<file path="config.mk">
export PLATFORM = sky130hd
export DESIGN_NAME = bcd_display_scan
export DESIGN_NICKNAME = d
export VERILOG_FILES = /design/src/rtl/disp_pkg.sv /design/src/rtl/bcd_to_seg.sv /design/src/rtl/bcd_display_scan.sv
export SDC_FILE = /design/constraint.sdc
export NUM_CORES = 1
export LEC_CHECK = 0
export ABC_AREA = 1
export BUFFER_PORTS_ARGS = -buffer_cell sky130_fd_sc_hd__clkbuf_2
export CORE_UTILIZATION = 60
export DETAILED_ROUTE_END_ITERATION = 12
export HOLD_SLACK_MARGIN = 0.1
export PLACE_DENSITY = 0.92
export SLEW_MARGIN = 20
export SYNTH_ARGS = -nofsm -noshare
export SYNTH_HDL_FRONTEND = slang
export SYNTH_SLANG_ARGS = --single-unit
</file>
<file path="constraint.sdc">
create_clock -name clk -period 3.3 [get_ports clk]
set_input_delay 0.165 -clock clk [delete_from_list [all_inputs] [get_ports clk]]
set_output_delay 0.165 -clock clk [all_outputs]
set_load 0.05 [all_outputs]
</file>
<file path="src/rtl/disp_pkg.sv">
// Shared types and segment constants for the three-digit BCD display scanner.
// Segment bit order is {g,f,e,d,c,b,a}, all patterns active-low.
`timescale 1ns/1ps
package disp_pkg;

    typedef enum logic [2:0] {
        ST_G0 = 3'd0,
        ST_D0 = 3'd1,
        ST_G1 = 3'd2,
        ST_D1 = 3'd3,
        ST_G2 = 3'd4,
        ST_D2 = 3'd5
    } disp_state_e;

    localparam logic [6:0] SEG_BLANK = 7'h7F;
    localparam logic [6:0] SEG_E     = 7'h06;

    // Digit table, 0 through 9.
    localparam logic [6:0] SEG_DIG0 = 7'h40;
    localparam logic [6:0] SEG_DIG1 = 7'h79;
    localparam logic [6:0] SEG_DIG2 = 7'h24;
    localparam logic [6:0] SEG_DIG3 = 7'h30;
    localparam logic [6:0] SEG_DIG4 = 7'h19;
    localparam logic [6:0] SEG_DIG5 = 7'h12;
    localparam logic [6:0] SEG_DIG6 = 7'h02;
    localparam logic [6:0] SEG_DIG7 = 7'h78;
    localparam logic [6:0] SEG_DIG8 = 7'h00;
    localparam logic [6:0] SEG_DIG9 = 7'h10;

    localparam logic [2:0] AN_OFF = 3'b111;

    function automatic logic [2:0] anode_for(input logic [1:0] idx);
        logic [2:0] an;
        case (idx)
            2'd0:    an = 3'b110;
            2'd1:    an = 3'b101;
            2'd2:    an = 3'b011;
            default: an = AN_OFF;
        endcase
        return an;
    endfunction

endpackage

</file>
<file path="src/rtl/bcd_to_seg.sv">
// Combinational nibble to seven-segment decoder; non-decimal nibbles show 'E'.
`timescale 1ns/1ps
module bcd_to_seg
    import disp_pkg::*;
(
    input  logic [3:0] nibble,
    output logic [6:0] seg
);

    // Table lookup of the active-low pattern for one nibble.
    always_comb begin
        seg = SEG_E;
        case (nibble)
            4'd0:    seg = SEG_DIG0;
            4'd1:    seg = SEG_DIG1;
            4'd2:    seg = SEG_DIG2;
            4'd3:    seg = SEG_DIG3;
            4'd4:    seg = SEG_DIG4;
            4'd5:    seg = SEG_DIG5;
            4'd6:    seg = SEG_DIG6;
            4'd7:    seg = SEG_DIG7;
            4'd8:    seg = SEG_DIG8;
            4'd9:    seg = SEG_DIG9;
            default: seg = SEG_E;
        endcase
    end

endmodule

</file>
<file path="src/rtl/bcd_display_scan.sv">
// Multiplexed three-digit seven-segment scanner with guard gaps and a one-deep input buffer.
// Optional build macro LEADING_ZERO_BLANK_EN blanks leading zeros of the hundreds/tens digits.
`timescale 1ns/1ps
module bcd_display_scan
    import disp_pkg::*;
#(
    parameter int unsigned CLK_DIV = 1000,
    parameter int unsigned GUARD   = 16
) (
    input  logic        clk,
    input  logic        rst_n,
    input  logic [11:0] bcd_in,
    input  logic        bcd_valid,
    output logic        bcd_ready,
    output logic [6:0]  seg,
    output logic [2:0]  dig_an,
    output logic        frame_start
);

    localparam int unsigned MAX_DUR = (CLK_DIV > GUARD) ? CLK_DIV : GUARD;
    localparam int unsigned CW      = $clog2(MAX_DUR + 1);
    localparam logic [CW-1:0] CNT_DIV   = CW'(CLK_DIV);
    localparam logic [CW-1:0] CNT_GUARD = CW'(GUARD);
    localparam logic [CW-1:0] CNT_ONE   = CW'(1);

`ifdef LEADING_ZERO_BLANK_EN
    localparam logic LZB_EN = 1'b1;
`else
    localparam logic LZB_EN = 1'b0;
`endif

    disp_state_e state_q, state_d;
    logic [CW-1:0] cnt_q, cnt_d;
    logic [11:0]   pending_q, pending_d;
    logic          pending_full_q, pending_full_d;
    logic [11:0]   display_q, display_d;
    logic          frame_start_q, frame_start_d;
    logic [6:0]    seg_q, seg_d;
    logic [2:0]    dig_an_q, dig_an_d;

    logic [3:0]    nibble_s;
    logic [6:0]    dec_seg_s;
    logic [2:0]    an_s;
    logic          guard_s;
    logic          blank_s;

    assign bcd_ready   = !pending_full_q;
    assign seg         = seg_q;
    assign dig_an      = dig_an_q;
    assign frame_start = frame_start_q;

    // Scan sequencer: a single down-counter times every state and is reloaded on each transition.
    always_comb begin
        state_d = state_q;
        cnt_d   = cnt_q - CNT_ONE;
        if (cnt_q <= CNT_ONE) begin
            case (state_q)
                ST_G0:   state_d = ST_D0;
                ST_D0:   state_d = (GUARD == 0) ? ST_D1 : ST_G1;
                ST_G1:   state_d = ST_D1;
                ST_D1:   state_d = (GUARD == 0) ? ST_D2 : ST_G2;
                ST_G2:   state_d = ST_D2;
                ST_D2:   state_d = (GUARD == 0) ? ST_D0 : ST_G0;
                default: state_d = ST_G0;
            endcase
            cnt_d = (state_d inside {ST_G0, ST_G1, ST_G2}) ? CNT_GUARD : CNT_DIV;
        end else begin
            state_d = state_q;
        end
    end

    // Frame marker aligned with the registered outputs, so it lags the state by one cycle.
    always_comb begin
        if (GUARD == 0) begin
            frame_start_d = (state_q == ST_D0) && (cnt_q == CNT_DIV);
        end else begin
            frame_start_d = (state_q == ST_G0) && (cnt_q == CNT_GUARD);
        end
    end

    // Input buffer: capture while empty, hand over to the display at the end of the frame_start cycle.
    always_comb begin
        pending_d      = pending_q;
        pending_full_d = pending_full_q;
        display_d      = display_q;
        if (frame_start_q && pending_full_q) begin
            display_d      = pending_q;
            pending_full_d = 1'b0;
        end else if (bcd_valid && !pending_full_q) begin
            pending_d      = bcd_in;
            pending_full_d = 1'b1;
        end else begin
            pending_full_d = pending_full_q;
        end
    end

    // Digit selection; display_d is used so a freshly moved value shows from the first D0 cycle.
    always_comb begin
        nibble_s = 4'd0;
        an_s     = AN_OFF;
        guard_s  = 1'b1;
        blank_s  = 1'b0;
        case (state_q)
            ST_D0: begin
                nibble_s = display_d[3:0];
                an_s     = anode_for(2'd0);
                guard_s  = 1'b0;
            end
            ST_D1: begin
                nibble_s = display_d[7:4];
                an_s     = anode_for(2'd1);
                guard_s  = 1'b0;
                blank_s  = LZB_EN && (display_d[11:8] == 4'd0) && (display_d[7:4] == 4'd0);
            end
            ST_D2: begin
                nibble_s = display_d[11:8];
                an_s     = anode_for(2'd2);
                guard_s  = 1'b0;
                blank_s  = LZB_EN && (display_d[11:8] == 4'd0);
            end
            default: begin
                guard_s = 1'b1;
            end
        endcase
    end

    bcd_to_seg u_bcd_to_seg (
        .nibble (nibble_s),
        .seg    (dec_seg_s)
    );

    // Output pattern for the current state, registered below.
    always_comb begin
        seg_d    = SEG_BLANK;
        dig_an_d = AN_OFF;
        if (guard_s) begin
            seg_d    = SEG_BLANK;
            dig_an_d = AN_OFF;
        end else if (blank_s) begin
            seg_d    = SEG_BLANK;
            dig_an_d = an_s;
        end else begin
            seg_d    = dec_seg_s;
            dig_an_d = an_s;
        end
    end

    // State, buffer and output registers.
    always_ff @(posedge clk or negedge rst_n) begin
        if (!rst_n) begin
            state_q        <= ST_G0;
            cnt_q          <= CNT_GUARD;
            pending_q      <= 12'h000;
            pending_full_q <= 1'b0;
            display_q      <= 12'h000;
            frame_start_q  <= 1'b0;
            seg_q          <= SEG_BLANK;
            dig_an_q       <= AN_OFF;
        end else begin
            state_q        <= state_d;
            cnt_q          <= cnt_d;
            pending_q      <= pending_d;
            pending_full_q <= pending_full_d;
            display_q      <= display_d;
            frame_start_q  <= frame_start_d;
            seg_q          <= seg_d;
            dig_an_q       <= dig_an_d;
        end
    end

endmodule
</file>
After elaboration in Yosys (flattened, before gate mapping). Memory sizes are Yosys's and may differ from the RTL's. Cells that the tools add are included.

Logic and storage cells: 41. Input bits: 15. Register bits after elaboration: 49. ROM bits: 112. Memories kept: 1.

Memories: (no name shown) (depth 16, width 7, read ports 1, clocked after memory_dff 0, write ports 0, line bcd_to_seg.sv:13) `case (nibble)`.

Bitwise operators: 1. Add/subtract/negate cells: 1. Order comparisons: 1. Mux-type cells: 11. Reductions and logical operators: 10. Eq/ne operators: 8.

Operator list (count): $mux W10 (2); $pmux W3 S5 (1); $mux W12 (1); $pmux W4 S3 (1); $eq A10 B5 Y1 const B (1); $le A10 B1 Y1 const B (1); $sub A10 B1 Y10 const B (1); $eq A3 B2 Y1 const B (3); $eq A3 B3 Y1 const B (3); $pmux W3 S3 (1); $mux W7 (1); $logic_not A3 Y1 (2); $mux W3 (2); $eq A3 B1 Y1 const B (1); $logic_and A1 B1 Y1 (3); $reduce_bool A3 Y1 (1); $reduce_or A3 Y1 (1); $mux W1 (2); $reduce_and A2 Y1 (1); $reduce_bool A2 Y1 (1); $logic_not A1 Y1 (1); $not A1 Y1 (1).

Depth between registers and ports, before layout. Gate-level depths: netlist of run 1.

Depth after elaboration: 7. Mapped depth: 13. Gate-level depth less buffers: 12.

Cells and area by module. Synthesis of run 1 repeated with hierarchy kept, for this count alone.

Cell total of the unflattened synthesis: 270. Area total of the unflattened synthesis: 2352.3 um^2.

Modules (own cells, without submodules): bcd_display_scan (area an instance 2184.6 um^2, times used 1, cells each 240); bcd_to_seg (area an instance 167.7 um^2, times used 1, cells each 30).

Worst setup path before layout of run 1. Ideal clock, no wire load.

Path type: reg-to-reg. Start: register frame_start_q (netlist: frame_start). End: register seg_q[0] (netlist: seg[0]). Data arrival time: 1.818 ns. Period minus slack after synthesis: 1.900 ns. Path slack: 1.400 ns. Path buffers: 1. Cell stages (with the launch flop): 12. Data required time: 3.218 ns. Cells stage by stage: dfrtp_1 > nand2_2 > buf_6 > o21ai_1 > nand2_1 > nand3_2 > inv_1 > ha_1 > nor2_1 > nand2_1 > nand2_1 > a21oi_1.

Longest elaborated chain between the ends: 5.

Ends and longest elaborated chain: start, declared (line bcd_display_scan.sv:37) `logic frame_start_q, frame_start_d;`; start signal, assigned (line bcd_display_scan.sv:165) `frame_start_q <= frame_start_d;`; $logic_and A1 B1 Y1 (line bcd_display_scan.sv:86) `if (frame_start_q && pending_full_q) begin`; $mux W12 (line bcd_display_scan.sv:86); net display_d[9] (line bcd_display_scan.sv:36) `logic [11:0] display_q, display_d;`; $pmux W4 S3 (line bcd_display_scan.sv:103) `case (state_q)`; $mem_v2 Z16 W7; $mux W7 (line bcd_display_scan.sv:136) `if (guard_s) begin`; net seg_d[0] (line bcd_display_scan.sv:38) `logic [6:0] seg_q, seg_d;`; end signal, assigned (line bcd_display_scan.sv:166) `seg_q <= seg_d;`; end, declared (line bcd_display_scan.sv:38).

The timed path passes the listed nets, and every way through them passes these cells. A chain may end at the register's enable or synchronous reset.

Worst setup path in the final report of run 1.
Start: register frame_start_q (netlist: frame_start). End: register seg_q[3] (netlist: seg[3]).

Same word-level chain as after synthesis.

==> impl_metrics.tcl, run 1 <==
set metrics [dict create \
    outcome "finished, final reports clean" \
    drt-vias-per-instance 5.10 \
    hold_viol_final 0 \
    ys_ff_latch 49 \
    initial_core_util 0.624 \
    crit_family "simple AND/OR/NAND/NOR gates" \
    critPathArrivalTime_ns 2.28 \
    synth_flop_cell "dfrtp_1" \
    seq_area_frac_synth 0.543 \
    synth_fa_ha_area_frac 0.0384 \
    insertion_delay_ns 0.31 \
    dieHeight_um 63.7 \
    drv_cap 0 \
    synth-edff-count 0 \
    muxShareOfSynthArea 0.0542 \
    cts_root_buffer "clkbuf_8" \
    syn-cell-area_um2 2280 \
    layout.area.seq_um2 1240 \
    grt_max_degree 28 \
    clkSinkCount 49 \
    coreArea_um2 3660 \
    rrSetupSlack_ns 1.26 \
    setup_viol_count_final 0 \
    grt_pass1_vias 1656 \
    layout.cells.non_filler 324 \
    drc 0 \
    crit_path_end_kind "flop" \
    num_vias 1652 \
    cp_slowest_cell "dfrtp_1" \
    cts_buffers 5 \
    fin_tns_setup_ns 0 \
    fin_crit_sh 0.619 \
    synth_compound_area_frac 0.0378 \
    holdCritPathClass "input pin to flop" \
    cp_common_cell "nand2_1" \
    dieArea_um2 4060 \
    io_pins 27 \
    path_buf_inv 1 \
    grt_pass1_wl_um 7490 \
    clockBufferDepth 2 \
    timing.critical_path.cells "nand2_2 -> o21ai_1 -> nand2_1 -> nand3_2 -> inv_1 -> ha_1 -> nor2_1 -> nand2_1 -> nand2_1 -> a21oi_1" \
    synth-simple-area-share 0.250 \
    max_stage_delay_ns 0.62 \
    gr-total-overflow 0 \
    wl_per_cell_um 12.9 \
    holdBufCountCts 11 \
    syn_to_final_growth_pct 15.7 \
    finalWirelength_um 4180 \
    fillers 250 \
    tightestPinTransition_ns 0.663 \
    yosysUniqueCellTypes 31 \
    dp.cells 305 \
    nNetsFinal 297 \
    fmax_mhz 489 \
    rows 22 \
    antenna_cells 0 \
    postRouteAntennaNets 0 \
    synth.avg_cell_area_um2 9.76 \
    synth-xor-area-share 0.0192 \
    start_kind "flop" \
    slew_headroom 0.558 \
    syn_nets 256 \
    yosys_warnings 0 \
    place.gp.congestion 0.862 \
    die_w_um 63.7 \
    synth_async_sr_flop_share 1.00 \
    irDropWorstVdd_mv 0.351 \
    drt_iter0_drc 133 \
    multi_input_area_um2 913 \
    post_cts_resized 0 \
    leakage_uw 0.00147 \
    clock_skew_ns 0.00295 \
    p_per_area_nw_per_um2 367 \
    dp_hpwl_um 2970 \
    drive_gt1_frac 0.293 \
    required_ns 3.53 \
    drt_pass1_iterations 4 \
    port_buffers 26 \
    grt_antenna_before_repair 0 \
    gr-usage-all-layers 0.247 \
    synth_top_family_by_area "simple AND/OR/NAND/NOR gates" \
    crit_fanout 14 \
    htree_levels 2 \
    rsz0062_at_grt "no" \
    fin_crit_ns 2.04 \
    syn-instance-count 234 \
    final-max-slew-violation-count 0 \
    worstSetupPathType "flop to flop" \
    clk_pin_slew_worst_paths_ns 0.08 \
    postCtsSetupBuffers 0 \
    cts_tree "done" \
]
## power breakdown
group          internal (µW)  switching, µW  total [µW]
clock network            147            192         339
registers                601              0         601
logic                   15.1           15.0        30.1
total                    763            207         970
## cell usage in the layout, fill, tap and decap left out, types with 2 or more instances in the layout
cell type | netlist | routed
nor3_1 | 2 | 2
clkinv_2 | 1 | 3
dlygate4sd3_1 | 0 | 11
nand3_4 | 2 | 2
xnor2_1 | 2 | 2
dfrtp_1 | 38 | 38
nand2_1 | 57 | 57
o21ai_0 | 7 | 7
nand3_1 | 20 | 20
nor2_1 | 17 | 17
xor2_1 | 3 | 3
clkbuf_8 | 0 | 5
a21oi_1 | 3 | 3
nand2_2 | 8 | 8
mux2_2 | 11 | 11
dfstp_2 | 11 | 11
inv_1 | 22 | 22
nand3_2 | 4 | 4
nor2_2 | 3 | 3
inv_2 | 3 | 3
clkbuf_2 | 0 | 26
ha_1 | 7 | 7
## worst register-to-register path, stage by stage, from the launching register on
cell and delay, ns:
dfrtp_1 0.62, nand2_2 0.27, o21ai_1 0.23, nand2_1 0.09, nand3_2 0.12, inv_1 0.10, ha_1 0.22, nor2_1 0.11
nand2_1 0.06, nand2_1 0.10, a21oi_1 0.06
## sequential cells by signal, summed over array words and instances (netlist names)
register / cells
pending_full_q: 1
frame_start: 1
dig_an: 3
state_q: 3
seg: 7
cnt_q: 10
pending_q: 12
display_q: 12
## final timing paths
| check | startpoint | endpoint | cells past startpoint |
|---|---|---|---|
| min in group asynchronous | rst_n | pending_q[3] | 2 |
| max reg2reg | frame_start | seg[3] | 10 |
| min | bcd_in[9] | pending_q[9] | 3 |
| max | frame_start | seg[3] | 10 |
| max in group asynchronous | rst_n | seg[0] | 3 |
| min reg2reg | cnt_q[0] | cnt_q[0] | 1 |
## cells in the mapped netlist (2+ instances only)
cell | count | area, µm²
dfrtp_1 | 38 | 951
nand2_1 | 57 | 214
xor2_1 | 3 | 26.3
mux2_2 | 11 | 124
a21oi_1 | 3 | 15.0
nand2_2 | 8 | 50.1
dfstp_2 | 11 | 289
inv_2 | 3 | 11.3
nor2_1 | 17 | 63.8
nand3_4 | 2 | 35.0
inv_1 | 22 | 82.6
buf_4 | 2 | 15.0
ha_1 | 7 | 87.6
nand3_2 | 4 | 40.0
nor2_2 | 3 | 18.8
xnor2_1 | 2 | 17.5
nor3_1 | 2 | 10.0
nand3_1 | 20 | 100
o21ai_0 | 7 | 35.0
## layer usage
layer | up-vias | wire length [µm] | track usage | part of all wire
met5 | - | 0 | 0 | 0
met4 | 0 | 79 | 0.0767 | 0.019
met3 | 10 | 216 | 0.0761 | 0.052
met2 | 41 | 2090 | 0.404 | 0.50
met1 | 776 | 1800 | 0.313 | 0.43
li1 | 825 | - | - | -
## through the flow
| stage | power, µW | setup WS [ns] | util | hold slack, ns | instance area [µm²] |
|---|---|---|---|---|---|
| after floorplan | 612 | 1.40 | - | -0.131 | 2280 |
| after global placement | 632 | 1.48 | 0.669 | 0.216 | 2450 |
| after global routing | 1010 | 1.07 | 0.722 | 0.109 | 2640 |
| after CTS | 975 | 1.27 | 0.722 | 0.100 | 2640 |
| after detailed placement | 633 | 1.29 | 0.669 | 0.229 | 2450 |
| final | 970 | 1.26 | 0.722 | 0.103 | 2640 |
## kinds of logic (layout without fill, tap and decap cells)
logic type / Yosys count / in the layout
xor+xnor: 5 / 5
compound gates: 15 / 15
mux: 11 / 11
simple gates: 117 / 117
buf+inv: 30 / 72
fa+ha+maj: 7 / 7
flops: 49 / 49
## area by class of cell
| class | count | share of cell area |
|---|---|---|
| Tap cell | 48 | 0.0227 |
| Inverter | 26 | 0.0374 |
| Multi-Input combinational cell | 155 | 0.346 |
| Clock inverter | 2 | 0.00379 |
| Sequential cell | 49 | 0.469 |
| Clock buffer | 6 | 0.0275 |
| Timing Repair Buffer | 38 | 0.0938 |
No activity file was read; power rests on OpenSTA's default activity.
==> run 2: changes to the inputs <==
--- a/config.mk
+++ b/config.mk
@@ -7,10 +7,10 @@
 export LEC_CHECK = 0
 export ABC_AREA = 1
 export BUFFER_PORTS_ARGS = -buffer_cell sky130_fd_sc_hd__clkbuf_2
-export CORE_UTILIZATION = 60
+export CORE_UTILIZATION = 57
 export DETAILED_ROUTE_END_ITERATION = 12
 export HOLD_SLACK_MARGIN = 0.1
-export PLACE_DENSITY = 0.92
+export PLACE_DENSITY = 0.88
 export SLEW_MARGIN = 20
 export SYNTH_ARGS = -nofsm -noshare
 export SYNTH_HDL_FRONTEND = slang
==> constraint.sdc (replaced) <==
create_clock -name clk -period 2 [get_ports clk]
set_input_delay 0.1 -clock clk [delete_from_list [all_inputs] [get_ports clk]]
set_output_delay 0.1 -clock clk [all_outputs]
set_load 0.05 [all_outputs]
==> impl_metrics.tcl, run 2 (synthesized netlist as in run 1, its figures left out) <==
set metrics [dict create \
    outcome "finished, final reports clean" \
    rrSetupSlack_ns 0.26 \
    tightestPinTransition_ns 0.576 \
    place.gp.congestion 0.870 \
    drt_pass1_iterations 4 \
    grt_antenna_before_repair 0 \
    fin_crit_sh 0.869 \
    layout.cells.non_filler 328 \
    fmax_mhz 575 \
    multi_input_area_um2 913 \
    drv_cap 0 \
    critPathArrivalTime_ns 1.97 \
    nNetsFinal 301 \
    final_common_cell "nand2_1" \
    crit_path_end_kind "flop" \
    grt_max_degree 50 \
    final-max-slew-violation-count 0 \
    holdCritPathClass "input pin to async pin" \
    grt_use_met2 0.381 \
    layout.area.seq_um2 1240 \
    gr-total-overflow 0 \
    rsz0062_at_grt "no" \
    worstSetupPathType "flop to flop" \
    dp.cells 307 \
    postCtsSetupBuffers 0 \
    drt-vias-per-instance 5.13 \
    dieArea_um2 4260 \
    antenna_cells 0 \
    drt_iter0_drc 102 \
    cts_buffers 5 \
    insertion_delay_ns 0.31 \
    hold_viol_final 0 \
    met3_usage 0.0764 \
    syn_to_final_growth_pct 17.3 \
    clk_pin_slew_worst_paths_ns 0.09 \
    largest_registers "display_q (12), pending_q (12), cnt_q (10)" \
    port_buffers 26 \
    htree_levels 2 \
    fin_crit_ns 1.74 \
    grt_pass1_wl_um 7360 \
    irDropWorstVdd_mv 0.578 \
    cts_root_buffer "clkbuf_8" \
    io_pins 27 \
    drive_gt1_frac 0.296 \
    post_cts_resized 0 \
    p_total_uw 1600 \
    rows 22 \
    clkSinkCount 49 \
    p_per_area_nw_per_um2 598 \
    postRouteAntennaNets 0 \
    drc 0 \
    leakage_uw 0.00148 \
    cts_tree "done" \
    grt_pass1_vias 1649 \
    num_vias 1683 \
    dp_hpwl_um 2900 \
    die_w_um 65.3 \
    crit_fanout 13 \
    initial_core_util 0.610 \
    setup_viol_count_final 0 \
    wl_per_cell_um 12.5 \
    busiest_layer "met2" \
    use_met1 0.294 \
    clock_skew_ns 0.00703 \
    final_cell_mix "57 x nand2_1, 38 x dfrtp_1, 26 x clkbuf_2" \
    finalWirelength_um 4100 \
    start_kind "flop" \
    fillers 278 \
    coreArea_um2 3740 \
    fin_tns_setup_ns 0 \
    holdBufCountCts 13 \
    gr-usage-all-layers 0.231 \
    required_ns 2.23 \
    dieHeight_um 65.3 \
    clockBufferDepth 2 \
    slew_headroom 0.616 \
]
[run 2: changes by cell type in the layout (fill, tap and decap cells not counted), sizes merged]
cell,change
buf,+2
dlygate4sd3,+2
[run 2: power breakdown]
group,switching [µW],internal [µW],total [µW]
Sequential,0,991,991
Clock,315,243,558
Combinational,24.7,27.4,52.1
Total,340,1260,1600
[run 2: per-layer routing]
layer	share of wire	vias up
li1	-	838
met3	0.040	7
met1	0.45	793
met2	0.49	45
met4	0.016	0
met5	0	-
[run 2: layout make-up]
cell class	count	share of cell area
clock buffers	6	0.0271
clock inverters	2	0.00374
multi-input cells	155	0.341
inverters	26	0.0369
repair buffers	42	0.106
well taps	48	0.0224
flip-flops and latches	49	0.463
[run 2: worst paths after layout]
kind / from / end / depth (start not counted)
worst max-delay path: pending_full_q / seg[0] / 11
worst min-delay path: rst_n / pending_q[4] / 3
worst max register to register: pending_full_q / seg[0] / 11
min in group clk: bcd_valid / pending_full_q / 3
worst min register to register: cnt_q[0] / cnt_q[0] / 1
max in group asynchronous: rst_n / cnt_q[4] / 3
[run 2: through the flow]
stage | util | setup WS, ns | hold slack [ns] | cell area [µm²]
after global placement | 0.658 | 0.375 | 0.221 | 2460
final | 0.715 | 0.261 | 0.407 | 2680
after CTS | 0.715 | 0.280 | 0.422 | 2680
after global routing | 0.715 | 0.0596 | 0.465 | 2680
after floorplan | - | 0.100 | -0.196 | 2280
after detailed placement | 0.658 | 0.296 | 0.220 | 2460
[run 2: critical path, cell delays in order, from the launching register on]
cell and delay, ns:
dfrtp_1 0.40, nand2_2 0.24, nand2_1 0.09, o21ai_1 0.11
nand2_1 0.09, nand3_2 0.13, inv_1 0.10, ha_1 0.22
nor2_1 0.11, nand2_1 0.06, nand2_1 0.08, a21oi_1 0.05
==> run 3: changes to the inputs <==
--- a/config.mk
+++ b/config.mk
@@ -7,10 +7,10 @@
 export LEC_CHECK = 0
 export ABC_AREA = 1
 export BUFFER_PORTS_ARGS = -buffer_cell sky130_fd_sc_hd__clkbuf_2
-export CORE_UTILIZATION = 57
+export CORE_UTILIZATION = 52
 export DETAILED_ROUTE_END_ITERATION = 12
 export HOLD_SLACK_MARGIN = 0.1
-export PLACE_DENSITY = 0.88
+export PLACE_DENSITY = 0.85
 export SLEW_MARGIN = 20
 export SYNTH_ARGS = -nofsm -noshare
 export SYNTH_HDL_FRONTEND = slang
==> constraint.sdc (replaced) <==
create_clock -name clk -period 1.56 [get_ports clk]
set_input_delay 0.078 -clock clk [delete_from_list [all_inputs] [get_ports clk]]
set_output_delay 0.078 -clock clk [all_outputs]
set_load 0.05 [all_outputs]
==> impl_metrics.tcl, run 3 (synthesized netlist as in run 1, its figures left out) <==
set metrics [dict create \
    insertion_delay_ns 0.31 \
    holdCritPathClass "input pin to flop" \
    holdWs_ns 0.236 \
    drv_cap 0 \
    clock_skew_ns 0.0123 \
    fillers 262 \
    final_util 0.764 \
    port_buffers 26 \
    netSwitchingFraction 0.212 \
    power.share.sequential 0.583 \
    r2r_cells 12 \
    rsz0062_at_grt "yes" \
    irDropWorstVdd_mv 0.435 \
    tightestPinTransition_ns 0.592 \
    drc 0 \
    r2r-start "frame_start" \
    worstSetupPathType "flop to flop" \
    rrSetupSlack_ns -0.02 \
    grt_pass1_wl_um 7490 \
    postRouteAntennaNets 0 \
    wl_per_cell_um 14.0 \
    required_ns 1.80 \
    num_vias 1825 \
    comb_power_share 0.031 \
    violations "setup timing" \
    crit_path_end_kind "flop" \
    die_w_um 68.3 \
    gr-total-overflow 0 \
    dp_hpwl_um 3030 \
    pwr-share-clk 0.385 \
    start_kind "flop" \
    cts_root_buffer "clkbuf_8" \
    dieHeight_um 68.3 \
    io_pins 27 \
    largest_registers "display_q (12), pending_q (12), cnt_q (10)" \
    setup_ws_ns -0.0238 \
    drt_iter0_drc 111 \
    finalWirelength_um 4960 \
    startpoint "frame_start" \
    syn_to_final_growth_pct 37.6 \
    clkSinkCount 49 \
    grt_max_degree 50 \
    p_int_uw 1720 \
    setup_viol_count_final 1 \
    p_per_area_nw_per_um2 693 \
    critPathArrivalTime_ns 1.82 \
    clockBufferDepth 2 \
    crit_fanout 6 \
    initial_core_util 0.555 \
    hp-start "bcd_valid" \
    leakage_uw 0.00167 \
    fmax_mhz 631 \
    cp-endpoint "seg[4]" \
    final_common_cell "nand2_1" \
    htree_levels 2 \
    fin_crit_sh 1.02 \
    grt_pass1_vias 1743 \
    antenna_cells 0 \
    preCtsSetupSlack_ns -0.0272 \
    drt-vias-per-instance 5.14 \
    slew_headroom 0.605 \
    hold_viol_final 0 \
    cts_tree "done" \
    drive_gt1_frac 0.511 \
    final_cell_mix "37 x nand2_1, 34 x dfrtp_1, 26 x clkbuf_2" \
    outcome "finished with violations" \
    nNetsFinal 326 \
    coreArea_um2 4120 \
    r2r-end "seg[4]" \
    final-max-slew-violation-count 0 \
    fin_crit_ns 1.58 \
    drt_pass1_iterations 4 \
    gr-usage-all-layers 0.224 \
    clk_pin_slew_worst_paths_ns 0.09 \
    rows 23 \
    grt_antenna_before_repair 0 \
    p_switching_uw 462 \
    dieArea_um2 4660 \
    place.gp.congestion 0.878 \
    cts_buffers 5 \
]
[run 3: critical path: stages, from the launching register on]
cell and delay (ns):
dfrtp_2 0.46, buf_12 0.15, nand3_1 0.10, nand2_2 0.08
nand2_2 0.08, nand3_4 0.12, inv_4 0.10, ha_2 0.18
inv_1 0.04, nand2_1 0.06, nand2_1 0.05, nand2_1 0.06
nand2_1 0.05
[run 3: worst min-delay path by stage]
| stage | endpoint | slack (ns) | cells after the start |
|---|---|---|---|
| floorplan | cnt_q[0] | -0.22 | 0 |
| global placement | pending_q[8] | 0.20 | 2 |
| detailed placement | pending_q[8] | 0.21 | 2 |
| CTS | pending_full_q | 0.20 | 4 |
| global route | pending_full_q | 0.26 | 4 |
| finish | pending_full_q | 0.24 | 4 |
[run 3: per-layer routing]
metal  wire length (µm)  global-route usage  up-vias
met5                  0                   0        -
met4                 84               0.107        0
met3                137              0.0533        8
met2               2620               0.392       35
met1               2120               0.254      897
li1                   -                   -      885
[run 3: layout make-up]
class	count	area, µm²	area share
sequential	49	1240	0.396
clock inverter	1	8.76	0.00279
inverter	26	105	0.0334
timing repair buffer	67	503	0.160
multi-input combinational	155	1120	0.357
clock buffer	7	96.3	0.0307
tap	50	62.6	0.0199
[run 3: stage by stage]
step | power [µW] | area (µm²) | setup TNS, ns | cells
finish | 2180 | 3140 | -0.0238 | 355
global route | 2250 | 3140 | -0.490 | 355
CTS | 2190 | 2940 | 0 | 346
detailed placement | 1340 | 2590 | -0.0527 | 320
global placement | 1340 | 2590 | 0 | 320
floorplan | 1300 | 2320 | -0.520 | 234
[run 3: repair_timing]
item	CTS	global route
setup buffers	5	8
endpoints found under the setup margin	3	17
resized for setup	19	44
pin swaps	5	20
hold buffers	13	0
gates cloned	0	1
endpoints found under the hold margin	50	0
[run 3: power by group through the flow]
| stage | sequential [µW] | combinational [µW] | clock (µW) |
|---|---|---|---|
| floorplan | 1290 | 0.324 | 0 |
| global placement | 1290 | 42.2 | 0 |
| detailed placement | 1290 | 43.2 | 0 |
| CTS | 1270 | 68.3 | 846 |
| global route | 1270 | 78.0 | 899 |
| finish | 1270 | 67.7 | 839 |
